## src/rtl/ifu_fetch.sv

```systemverilog
// Instruction fetch unit: owns the PC, issues one imem read at a time and buffers the
// returned word for decode. Redirects flush any fetch in flight via the drop flag.
module ifu_fetch #(
   parameter logic [63:0] RESET_PC = 64'h0000_0000_8000_0000,
   parameter logic [31:0] NOP_INST = 32'h0000_0013
) (
   input  logic        clk,
   input  logic        rst,
   output logic        imem_req_valid,
   input  logic        imem_req_ready,
   output logic [63:0] imem_req_addr,
   input  logic        imem_rsp_valid,
   output logic        imem_rsp_ready,
   input  logic [31:0] imem_rsp_data,
   input  logic        imem_rsp_err,
   input  logic        redirect_valid,
   input  logic [63:0] redirect_pc,
   output logic        out_valid,
   input  logic        out_ready,
   output logic [31:0] out_inst,
   output logic [63:0] out_pc,
   output logic        out_fault
);

   typedef enum logic [1:0] {S_REQ, S_WAIT, S_HOLD} state_t;

   typedef struct packed {
      logic [31:0] inst;
      logic [63:0] pc;
      logic        fault;
   } fetch_out_t;

   state_t      state, state_nxt;
   logic [63:0] pc, pc_nxt;
   logic        drop, drop_nxt;
   logic        ld_buf;
   fetch_out_t  buf_nxt;
   logic        req_hs;

   assign imem_req_addr  = pc;
   assign imem_req_valid = !rst && (state == S_REQ) && (pc[1:0] == 2'b00);
   assign imem_rsp_ready = !rst && (state == S_WAIT);
   assign req_hs         = imem_req_valid && imem_req_ready;

   always_comb begin
      state_nxt = state;
      pc_nxt    = pc;
      drop_nxt  = drop;
      ld_buf    = 1'b0;
      buf_nxt   = '{inst: NOP_INST, pc: pc, fault: 1'b1};

      case (state)
         S_REQ: begin
            if (pc[1:0] != 2'b00) begin
               ld_buf    = 1'b1;
               state_nxt = S_HOLD;
            end else if (req_hs) begin
               state_nxt = S_WAIT;
            end
         end
         S_WAIT: begin
            if (imem_rsp_valid) begin
               if (drop) begin
                  drop_nxt  = 1'b0;
                  state_nxt = S_REQ;
               end else begin
                  ld_buf        = 1'b1;
                  buf_nxt.inst  = imem_rsp_data;
                  buf_nxt.fault = imem_rsp_err;
                  // a faulted fetch keeps pc so the trap reports the offending address
                  pc_nxt        = imem_rsp_err ? pc : pc + 64'd4;
                  state_nxt     = S_HOLD;
               end
            end
         end
         S_HOLD: begin
            if (out_ready) state_nxt = S_REQ;
         end
         default: state_nxt = S_REQ;
      endcase

      // redirect overrides everything; an accepted request still owes us one response
      if (redirect_valid) begin
         pc_nxt = redirect_pc;
         ld_buf = 1'b0;
         case (state)
            S_REQ: begin
               state_nxt = req_hs ? S_WAIT : S_REQ;
               drop_nxt  = req_hs ? 1'b1 : drop;
            end
            S_WAIT: begin
               state_nxt = imem_rsp_valid ? S_REQ : S_WAIT;
               drop_nxt  = !imem_rsp_valid;
            end
            default: state_nxt = S_REQ;
         endcase
      end
   end

   always_ff @(posedge clk) begin
      if (rst) begin
         state     <= S_REQ;
         pc        <= RESET_PC;
         drop      <= 1'b0;
         out_valid <= 1'b0;
         out_inst  <= NOP_INST;
         out_pc    <= '0;
         out_fault <= 1'b0;
      end else begin
         state     <= state_nxt;
         pc        <= pc_nxt;
         drop      <= drop_nxt;
         out_valid <= (state_nxt == S_HOLD);
         if (ld_buf) begin
            out_inst  <= buf_nxt.inst;
            out_pc    <= buf_nxt.pc;
            out_fault <= buf_nxt.fault;
         end
      end
   end

endmodule
```

## config.mk

```make
export PLATFORM = sky130hd
export DESIGN_NAME = ifu_fetch
export DESIGN_NICKNAME = d
export VERILOG_FILES = /design/src/rtl/ifu_fetch.sv
export SDC_FILE = /design/constraint.sdc
export NUM_CORES = 1
export LEC_CHECK = 0
export BUFFER_PORTS_ARGS = -buffer_cell sky130_fd_sc_hd__buf_2
export CAP_MARGIN = 20
export CORE_MARGIN = 2
export CORE_UTILIZATION = 24
export CTS_CLUSTER_SIZE = 14
export DETAILED_ROUTE_END_ITERATION = 8
export PLACE_DENSITY_LB_ADDON = 0.05
export SETUP_SLACK_MARGIN = 0.2
export SYNTH_ARGS = -nofsm -noshare
export SYNTH_HDL_FRONTEND = slang
export SYNTH_SLANG_ARGS = --single-unit
export TNS_END_PERCENT = 20
```

## constraint.sdc

```tcl
create_clock -name clk -period 3.2 [get_ports clk]
set_input_delay 0.48 -clock clk [delete_from_list [all_inputs] [get_ports clk]]
set_output_delay 0.48 -clock clk [all_outputs]
set_load 0.05 [all_outputs]
```

==> results of run 1 <==
==> cell usage in the layout (no fill, tap or decap), types with 22 or more instances in the layout <==
| cell type | count |
|---|---|
| a21oi_1 | 79 |
| a22oi_1 | 32 |
| buf_2 | 265 |
| buf_4 | 29 |
| dfxtp_1 | 165 |
| nand2_1 | 183 |
| nand3_1 | 32 |
| nand4_1 | 45 |
| nor2_1 | 89 |
| or3_1 | 22 |
==> sequential cells by signal, summed over array words and instances (netlist names) <==
name / flops
out_fault: 1
imem_req_addr: 64
out_valid: 1
state: 2
out_pc: 64
out_inst: 32
drop: 1
==> critical path, delay by kind of cell, from the launching register on <==
| kind | cells | cell delay (ns) |
|---|---|---|
| compound gates | 1 | 0.30 |
| flops | 1 | 0.49 |
| simple gates | 4 | 1.87 |
==> synthesized netlist by cell type, types with 4 or more instances <==
master | count | area (µm²)
nand2_1 | 184 | 691
dfxtp_1 | 165 | 3300
nor2_1 | 90 | 338
a21oi_1 | 79 | 395
buf_4 | 64 | 480
clkbuf_1 | 60 | 225
nand4_1 | 45 | 282
a22oi_1 | 32 | 240
nand3_1 | 32 | 160
or3_1 | 22 | 138
xor2_1 | 18 | 158
a31oi_1 | 17 | 106
o21ai_0 | 17 | 85.1
a311oi_1 | 16 | 140
nor3_1 | 16 | 80.1
a211oi_1 | 15 | 113
nor4_1 | 13 | 81.3
or4_1 | 12 | 90.1
o211ai_1 | 8 | 60.1
inv_1 | 7 | 26.3
o31ai_1 | 7 | 52.6
and2_1 | 5 | 31.3
buf_2 | 5 | 25.0
xnor2_1 | 5 | 43.8
buf_1 | 4 | 15.0
o2111a_1 | 4 | 45.0
or2_2 | 4 | 25.0
==> cell families after synthesis <==
group                    Yosys count
flip-flops                       165
buffers and inverters            142
adder cells (fa/ha/maj)            1
XOR/XNOR                          23
multiplexers                       4
AO/OA/AOI/OAI                    215
AND/OR/NAND/NOR                  446
==> power groups by stage <==
stage	clock network, mW	logic (mW)	registers [mW]
after global placement	0	0.785	2.31
after CTS	2.29	0.783	2.26
after global routing	2.36	0.828	2.28
after detailed placement	0	0.782	2.31
final	2.20	0.772	2.26
after floorplan	0	0.502	2.35
==> layout make-up <==
type / count / area (µm²) / area share (%)
antenna: 1 / 2.50 / 0.0252
clock buffer: 20 / 457 / 4.60
clock inverter: 12 / 154 / 1.55
inverter: 7 / 26.3 / 0.265
multi-input combinational: 689 / 3830 / 38.6
sequential: 165 / 3300 / 33.3
tap: 442 / 553 / 5.57
timing repair buffer: 297 / 1600 / 16.1
==> metrics by stage <==
step                total power [mW]  setup WS (ns)  util, %  area (µm²)
finish                          5.24          0.435     30.6        9930
global route                    5.46          0.222     30.6        9920
CTS                             5.33          0.410     30.6        9920
detailed placement              3.09          0.471     28.7        9310
global placement                3.09          0.566     28.7        9310
floorplan                       2.86          0.952        -        7910
==> metal layers <==
layer	wire [µm]	track usage (%)	part of all wire, %	up-vias
met2	14800	28.6	45	239
met5	0	0	0	-
met3	1870	4.07	5.7	34
met1	15300	26.0	47	3785
met4	572	5.80	1.8	0
li1	-	-	-	3870
==> how the worst max path moves through the flow <==
stage,from,end,cells after the start
5_1_grt,imem_req_addr[18],imem_req_addr[56],5
3_5_place_dp,imem_req_addr[18],imem_req_addr[56],5
2_1_floorplan,imem_req_addr[14],imem_req_addr[29],7
4_1_cts,imem_req_addr[18],imem_req_addr[56],5
6_report,imem_req_addr[18],imem_req_addr[56],5
3_3_place_gp,imem_req_addr[18],imem_req_addr[56],5
==> qor.txt, run 1 <==
Worst Hold Depth -> 3
Sequential Power Share -> 43.2%
Initial Utilization -> 24.4%
DR vias/cell -> 4.85
Worst Hold Slack -> 0.243 ns
Total net switching power -> 1.63 mW
CP Max Fanout -> 11
Status -> finished, final reports clean
Area growth syn-to-layout -> 25.5%
IO Port Bufs -> 266
Ys async rst share -> 0%
Fillers -> 3597
Global-route wire length before repair -> 47900 µm
Max Clk Rate -> 362 MHz
Fraction of layout cells with a size suffix above 1 -> 29.3%
Int Pwr -> 3.61 mW
Power Dens Cells -> 528 nW/µm²
Final std cells w/o fill -> 1633
# DRC -> 0
Die ar. -> 34400 µm²
Register area share after synthesis -> 41.8%
Final setup vio count -> 0
Number of flops mapped to enable cells by yosys -> 0
Xor/xnor share of the synthesized area -> 2.55%
Post-Synthesis Cell Area -> 7910 µm²
Setup repair after global routing missed its margin -> no
Hold_buf cts -> 0
WL per Instance -> 19.9 µm
CTS Buf Count -> 17
CTS Root Buffer Type -> clkbuf_16
Cells after synthesis -> 996
Initial DRT Pass Iterations -> 4
Max-capacitance violation count -> 0
Post-CTS Setup Inserts -> 0
Reg-to-reg slack, setup -> 0.43 ns
# IOs -> 267
Worst hold path class -> in2reg
Hold endpoint -> out_inst[1]
Worst-path cell chain -> nand4_1, nor4_1, nand4_1, or4_1, a311oi_1
Initial antenna violation count -> 1
Routed wire length -> 32500 µm
Synth Area in Adders -> 0.158%
Worst r2r dst -> imem_req_addr[56]
Die Y -> 186 µm
Main combinational cell family by area after synthesis -> simple AND/OR/NAND/NOR gates
WS Path Type -> reg2reg
CTS Sinks -> 165
Mux contribution to synthesized area -> 0.522%
Fin. max-slew vios -> 0
DRT iter0 DRCs -> 484
Largest net degree at the start of global routing -> 63
H-tree levels -> 4
Syn nets -> 1100
Compound-Gate Fraction of Synth Area -> 17.7%
Standard-cell row count -> 66
Final count of hold timing violations -> 0
Max incr delay on CP -> 0.54 ns
Clk slew on worst S/H paths -> 0.07 ns
CTS tree -> built
#FFs+latches synth -> 165
Final #Nets -> 1281
Cells after DPL -> 1600
Resize count post-CTS -> 0
TNS Setup -> 0 ns
Mapped Avg Cell Area -> 7.94 µm²
Synth unique cells -> 59
Final period util -> 86.4%
Clock power frac -> 42.1%
Gate power share -> 14.8%
Crit-path most repeated cell -> nand4_1
Synth Area in Simple Gates -> 27.4%
Routed Antenna Nets -> 0
Core area -> 32500 µm²
Clock buffer depth -> 2
Placer Congestion -> 0.801
Hold path start -> imem_rsp_data[1]
Ys flop type -> dfxtp_1
Total GRT Usage -> 18.7%
GRT overflow -> 0
Worst r2r path cells -> 5
Setup skew after layout -> 0.0116 ns
Final min period -> 2.77 ns
Crit. End Element -> register
Vias in the first global route -> 7533
Clk Latency, worst-skew pair -> 0.45 ns
Maximum vdd drop -> 0.346 mV
Net Sw Frac -> 31.1%
Post-DP HPWL -> 23500 µm
Slowest CP cell -> or4_1
Die span in x -> 186 µm
Number of synthesis warnings -> 0
Arr. time, crit path -> 3.10 ns
Least-Margin Pin Slew -> 0.806 ns
LEAKAGE -> 3.90 nW
R2r startpoint -> imem_req_addr[18]
DR vias -> 7928
Startpoint types -> register
Normalized max-slew margin -> 46.2%
Critical path required time -> 3.54 ns
(Power assumes the default switching activity.)
==> run 2, diff against run 1 <==
--- a/config.mk
+++ b/config.mk
@@ -11,6 +11,7 @@
 export CORE_UTILIZATION = 24
 export CTS_CLUSTER_SIZE = 14
 export DETAILED_ROUTE_END_ITERATION = 8
+export GPL_ROUTABILITY_DRIVEN = 0
 export PLACE_DENSITY_LB_ADDON = 0.05
 export SETUP_SLACK_MARGIN = 0.2
 export SYNTH_ARGS = -nofsm -noshare
==> constraint.sdc (replaced) <==
create_clock -name clk -period 3.4 [get_ports clk]
set_input_delay 0.51 -clock clk [delete_from_list [all_inputs] [get_ports clk]]
set_output_delay 0.51 -clock clk [all_outputs]
set_load 0.05 [all_outputs]
==> run 2 against run 1 <==
Effect of this change:
- routed wire length down 0.25%
- sequential share of layout area down 0.071 points
- die area unchanged
- non-clock buffer count decreased by 4
- critical path depth is 2 higher
- clock skew fell by 0.0013 ns
- maximum frequency increased by 0.72%
- total power fell by 3.0%
- clock power hardly changed
- flip-flop and latch count unchanged
- count of clock-buffer cells in the layout down 2
- final cell count is 0.24% lower
- critical path type unchanged
- largest cell class unchanged
==> qor.txt, run 2 (same netlist as run 1, synthesis figures left out) <==
Status -> finished, final reports clean
Global-route wire length before repair -> 47600 µm (-0.69%)
# IOs -> 267 (unchanged)
Die Y -> 186 µm (unchanged)
Standard-cell row count -> 66 (unchanged)
Final setup vio count -> 0 (unchanged)
Core area -> 32500 µm² (unchanged)
Startpoint types -> register
Routed wire length -> 32400 µm (-0.25%)
Fraction of layout cells with a size suffix above 1 -> 29.2% (-0.15 points)
Initial antenna violation count -> 3 (+2)
Clk Latency, worst-skew pair -> 0.45 ns (about the same)
Post-DP HPWL -> 23200 µm (-1.2%)
WS Path Type -> reg2reg
Final count of hold timing violations -> 0 (unchanged)
Max-capacitance violation count -> 0 (unchanged)
Die ar. -> 34400 µm² (unchanged)
Hold_buf cts -> 0 (unchanged)
CTS Root Buffer Type -> clkbuf_16
CTS Buf Count -> 17 (unchanged)
LEAKAGE -> 3.91 nW (+0.20%)
Clk slew on worst S/H paths -> 0.07 ns (about the same)
CP Max Fanout -> 9 (-2)
Least-Margin Pin Slew -> 0.700 ns (-0.106 ns)
DR vias/cell -> 4.86 (about the same)
Final min period -> 2.75 ns (-0.0199 ns)
Worst Setup SP -> imem_req_addr[3]
Fin. max-slew vios -> 0 (unchanged)
Final std cells w/o fill -> 1629 (-0.24%)
CTS Sinks -> 165 (unchanged)
R2r startpoint -> imem_req_addr[3]
Critical path required time -> 3.76 ns (+0.22 ns)
Final period util -> 80.7% (-5.7 points)
GRT overflow -> 0 (unchanged)
Setup skew after layout -> 0.0103 ns (-0.00132 ns)
CTS tree -> built
IO Port Bufs -> 266 (unchanged)
Arr. time, crit path -> 3.11 ns (about the same)
Final #Nets -> 1277 (-0.31%)
Power Dens Cells -> 511 nW/µm² (-3.2%)
Largest net degree at the start of global routing -> 73 (+16%)
Normalized max-slew margin -> 53.0% (+6.7 points)
Most common cell after layout, fill and taps aside -> buf_2
H-tree levels -> 4 (unchanged)
Fin area -> 9950 µm² (+0.21%)
Most frequent cells in the layout -> buf_2 (265), nand2_1 (183), dfxtp_1 (165)
Final Core Density -> 30.7% (+0.066 points)
# DRC -> 0 (unchanged)
DRT iter0 DRCs -> 421 (-13%)
Maximum vdd drop -> 0.341 mV (-1.5%)
WL per Instance -> 19.9 µm (about the same)
Setup repair after global routing missed its margin -> no
Crit. End Element -> register
Clock buffer depth -> 2 (unchanged)
Die span in x -> 186 µm (unchanged)
Total GRT Usage -> 18.5% (-0.13 points)
Hold path start -> imem_rsp_data[4]
Max Clk Rate -> 364 MHz (+0.72%)
Area growth syn-to-layout -> 25.8%
Routed Antenna Nets -> 0 (unchanged)
Resize count post-CTS -> 0 (unchanged)
TNS Setup -> 0 ns (unchanged)
DR vias -> 7915 (-0.16%)
Initial DRT Pass Iterations -> 5 (+1)
Worst hold path class -> in2reg
Post-CTS Setup Inserts -> 0 (unchanged)
Fillers -> 3640 (+1.2%)
Vias in the first global route -> 7464 (-0.92%)
Placed instance area -> 9280 µm² (-0.32%)
Cells after DPL -> 1596 (-0.25%)
Initial Utilization -> 24.4% (unchanged)
==> run 2: changes by cell type in the layout (fill, tap and decap cells not counted) <==
cell	delta
clkbuf_8	-1
inv_6	+4
clkinv_2	-2
clkinv_4	-1
clkinvlp_4	-1
clkbuf_1	-1
buf_4	-4
bufinv_16	+2
==> run 2: area by class of cell <==
class	instances	area [µm²]	area share, %
Antenna cell	1	2.50	0.0252
Clock buffer	18	439	4.42
Clock inverter	14	223	2.24
Inverter	7	26.3	0.264
Multi-Input combinational cell	689	3830	38.6
Sequential cell	165	3300	33.2
Tap cell	442	553	5.56
Timing Repair Buffer	293	1570	15.7
==> run 2: final timing paths <==
path,endpoint,slack [ns],depth (start not counted)
worst max-delay path,imem_req_addr[52],0.65,7
worst min-delay path,out_inst[4],0.27,3
worst max register to register,imem_req_addr[52],0.65,7
worst min register to register,out_pc[35],0.45,2
==> run 2: layer usage <==
metal  GRT usage, %  vias to the layer above  share of wire [%]
met5              0                        -              0.093
li1               -                     3871                  -
met1           25.5                     3814                 47
met2           28.9                      206                 46
met3           4.60                       20                5.7
met4           4.63                        4                1.1
==> run 2: through the flow <==
stage                     setup slack [ns]  power, mW  hold slack (ns)
final                                0.655       5.08            0.273
after global routing                 0.514       5.30            0.258
after CTS                            0.659       5.17            0.249
after detailed placement             0.636       2.91            0.446
after global placement               0.665       2.91            0.440
after floorplan                       1.15       2.69            0.446
==> run 2: worst max-delay path, cell delays in order, from the launching register on <==
cell,delay (ns)
dfxtp_1,0.45
ha_1,0.27
nand2_1,0.16
nor4_4,0.32
buf_4,0.20
nand4_1,0.44
or4_1,0.57
a311oi_1,0.26
==> run 2: power breakdown <==
| group | switching, mW | internal (mW) |
|---|---|---|
| registers | 0.120 | 2.01 |
| logic | 0.532 | 0.190 |
| clock network | 0.895 | 1.33 |
==> run 3, diff against run 2 <==
==> constraint.sdc (replaced) <==
create_clock -name clk -period 2.85 [get_ports clk]
set_input_delay 0.4275 -clock clk [delete_from_list [all_inputs] [get_ports clk]]
set_output_delay 0.4275 -clock clk [all_outputs]
set_load 0.05 [all_outputs]
==> run 3 against run 2 <==
Effect of this change:
- combinational power rose by 28%
- first-iteration DRC count is 13% higher
- highest routed layer is now met4
- final cell count is 2.3% higher
- non-clock buffer count grew 34
==> qor.txt, run 3 (same netlist as run 1, synthesis figures left out) <==
WL per Instance -> 19.8 µm (-0.47%)
Initial DRT Pass Iterations -> 5 (unchanged)
Crit-path most repeated cell -> nand4_1
Vias in the first global route -> 7603 (+1.9%)
# DRC -> 0 (unchanged)
Sequential Power Share -> 42.7% (+0.8 points)
Most frequent cells in the layout -> buf_2 (265), nand2_1 (183), dfxtp_1 (164)
WS Path Type -> reg2reg
Net Sw Frac -> 32.4% (+1.9 points)
CTS Root Buffer Type -> clkbuf_16
Reg-to-reg slack, setup -> 0.27 ns (-0.38 ns)
Standard-cell row count -> 66 (unchanged)
Worst-path cell chain -> nand4_1, nor4_2, nand4_1, or4b_2, o2111a_1
Die ar. -> 34400 µm² (unchanged)
Arr. time, crit path -> 2.91 ns (-0.20 ns)
Die Y -> 186 µm (unchanged)
Initial Utilization -> 24.4% (unchanged)
Worst Hold Depth -> 3 (unchanged)
Total GRT Usage -> 18.9% (+0.41 points)
Max incr delay on CP -> 0.68 ns (+0.11 ns)
Setup skew after layout -> 0.0121 ns (+0.00183 ns)
Crit. End Element -> register
Int Pwr -> 3.97 mW (+12%)
# IOs -> 267 (unchanged)
DR vias -> 7957 (+0.53%)
Post-DP HPWL -> 23300 µm (+0.48%)
Core area -> 32500 µm² (unchanged)
Area growth syn-to-layout -> 28.5%
Worst r2r path cells -> 5 (-2)
Final #Nets -> 1311 (+2.7%)
Total net switching power -> 1.90 mW (+23%)
Largest net degree at the start of global routing -> 100 (+37%)
Most common cell after layout, fill and taps aside -> buf_2
Max-capacitance violation count -> 0 (unchanged)
Setup repair after global routing missed its margin -> yes
Fraction of layout cells with a size suffix above 1 -> 31.4% (+2.2 points)
CP Max Fanout -> 9 (unchanged)
Final min period -> 2.58 ns (-0.169 ns)
Fin. max-slew vios -> 0 (unchanged)
Maximum vdd drop -> 0.387 mV (+14%)
Met1 Usage GRT -> 26.1% (+0.64 points)
Initial antenna violation count -> 4 (+1)
Max Clk Rate -> 388 MHz (+6.6%)
Final count of hold timing violations -> 0 (unchanged)
H-tree levels -> 4 (unchanged)
Clk slew on worst S/H paths -> 0.07 ns (about the same)
Die span in x -> 186 µm (unchanged)
Clock power frac -> 41.5% (-2.4 points)
Critical path required time -> 3.19 ns (-0.57 ns)
Final period util -> 90.4% (+9.7 points)
Global-route wire length before repair -> 48600 µm (+2.1%)
CTS Sinks -> 165 (unchanged)
DR vias/cell -> 4.78 (-1.7%)
M3 GR Usage -> 3.93% (-0.67 points)
Normalized max-slew margin -> 56.6% (+3.6 points)
Power Dens Cells -> 577 nW/µm² (+13%)
Status -> finished, final reports clean
Hold_buf cts -> 0 (unchanged)
Slowest CP cell -> or4b_2
LEAKAGE -> 4.06 nW (+3.8%)
Routed wire length -> 33000 µm (+1.8%)
IO Port Bufs -> 266 (unchanged)
Final setup vio count -> 0 (unchanged)
Worst hold path class -> in2reg
TNS Setup -> 0 ns (unchanged)
Routed Antenna Nets -> 0 (unchanged)
DRT iter0 DRCs -> 477 (+13%)
Met2 Track Usage GR -> 29.7% (+0.76 points)
Gate power share -> 15.8% (+1.6 points)
Startpoint types -> register
Least-Margin Pin Slew -> 0.646 ns (-0.0539 ns)
Gr busiest metal -> met2
Clk Latency, worst-skew pair -> 0.45 ns (about the same)
CTS tree -> built
Final Core Density -> 31.3% (+0.67 points)
CTS Buf Count -> 17 (unchanged)
GRT overflow -> 0 (unchanged)
Clock buffer depth -> 2 (unchanged)
==> run 3: changes by cell type in the layout (fill, tap and decap cells not counted), sizes merged <==
cell	before	now
buf	293	327
bufinv	5	2
clkinv	3	6
diode	1	4
inv	11	13
clkbuf	18	17
clkinvlp	2	1
==> run 3: final timing paths <==
path	end	start
setup / recovery	imem_req_addr[58]	imem_req_addr[15]
hold / removal	out_inst[1]	imem_rsp_data[1]
setup reg to reg	imem_req_addr[58]	imem_req_addr[15]
hold reg to reg	out_pc[21]	out_pc[21]
==> run 3: power by group through the flow <==
stage	Combinational, mW	Clock, mW	Sequential [mW]
final	0.926	2.43	2.51
after global routing	0.993	2.60	2.52
after CTS	0.937	2.53	2.51
after detailed placement	0.934	0	2.56
after global placement	0.940	0	2.56
after floorplan	0.564	0	2.64
==> run 3: area by class of cell <==
class                      instances  area, µm²
multi-input combinational        689       3840
clock buffer                      17        425
clock inverter                    15        170
fill                            3561      22300
inverter                           7       26.3
timing repair buffer             327       1830
antenna                            4       10.0
tap                              442        553
sequential                       165       3300
==> run 3: repair_timing <==
item / CTS / global route
resized for setup: 1 / 2
setup buffers: 0 / 1
pin swaps: 0 / 1
setup endpoints to repair: 1 / 4
==> run 3: per-stage QoR <==
step	setup WS (ns)	power, mW	area [µm²]	cells	hold WS (ns)
after CTS	0.288	5.97	10100	1660	0.157
after floorplan	0.602	3.21	7910	996	0.446
after detailed placement	0.175	3.49	9520	1628	0.444
after global placement	0.269	3.50	9520	1628	0.440
after global routing	0.187	6.12	10200	1664	0.175
final	0.274	5.87	10200	1666	0.191
==> run 3: routing by layer <==
metal / vias to the layer above / part of all wire [%]
met4: 0 / 1.6
met3: 28 / 5.0
met2: 218 / 46
met1: 3783 / 48
li1: 3928 / -
met5: - / 0
==> run 3: critical path, delay by kind of cell, from the launching register on <==
kind | cells | cell delay (ns)
AOI/OAI and AO/OA | 1 | 0.15
and+or+nand+nor | 4 | 1.74
DFF | 1 | 0.57
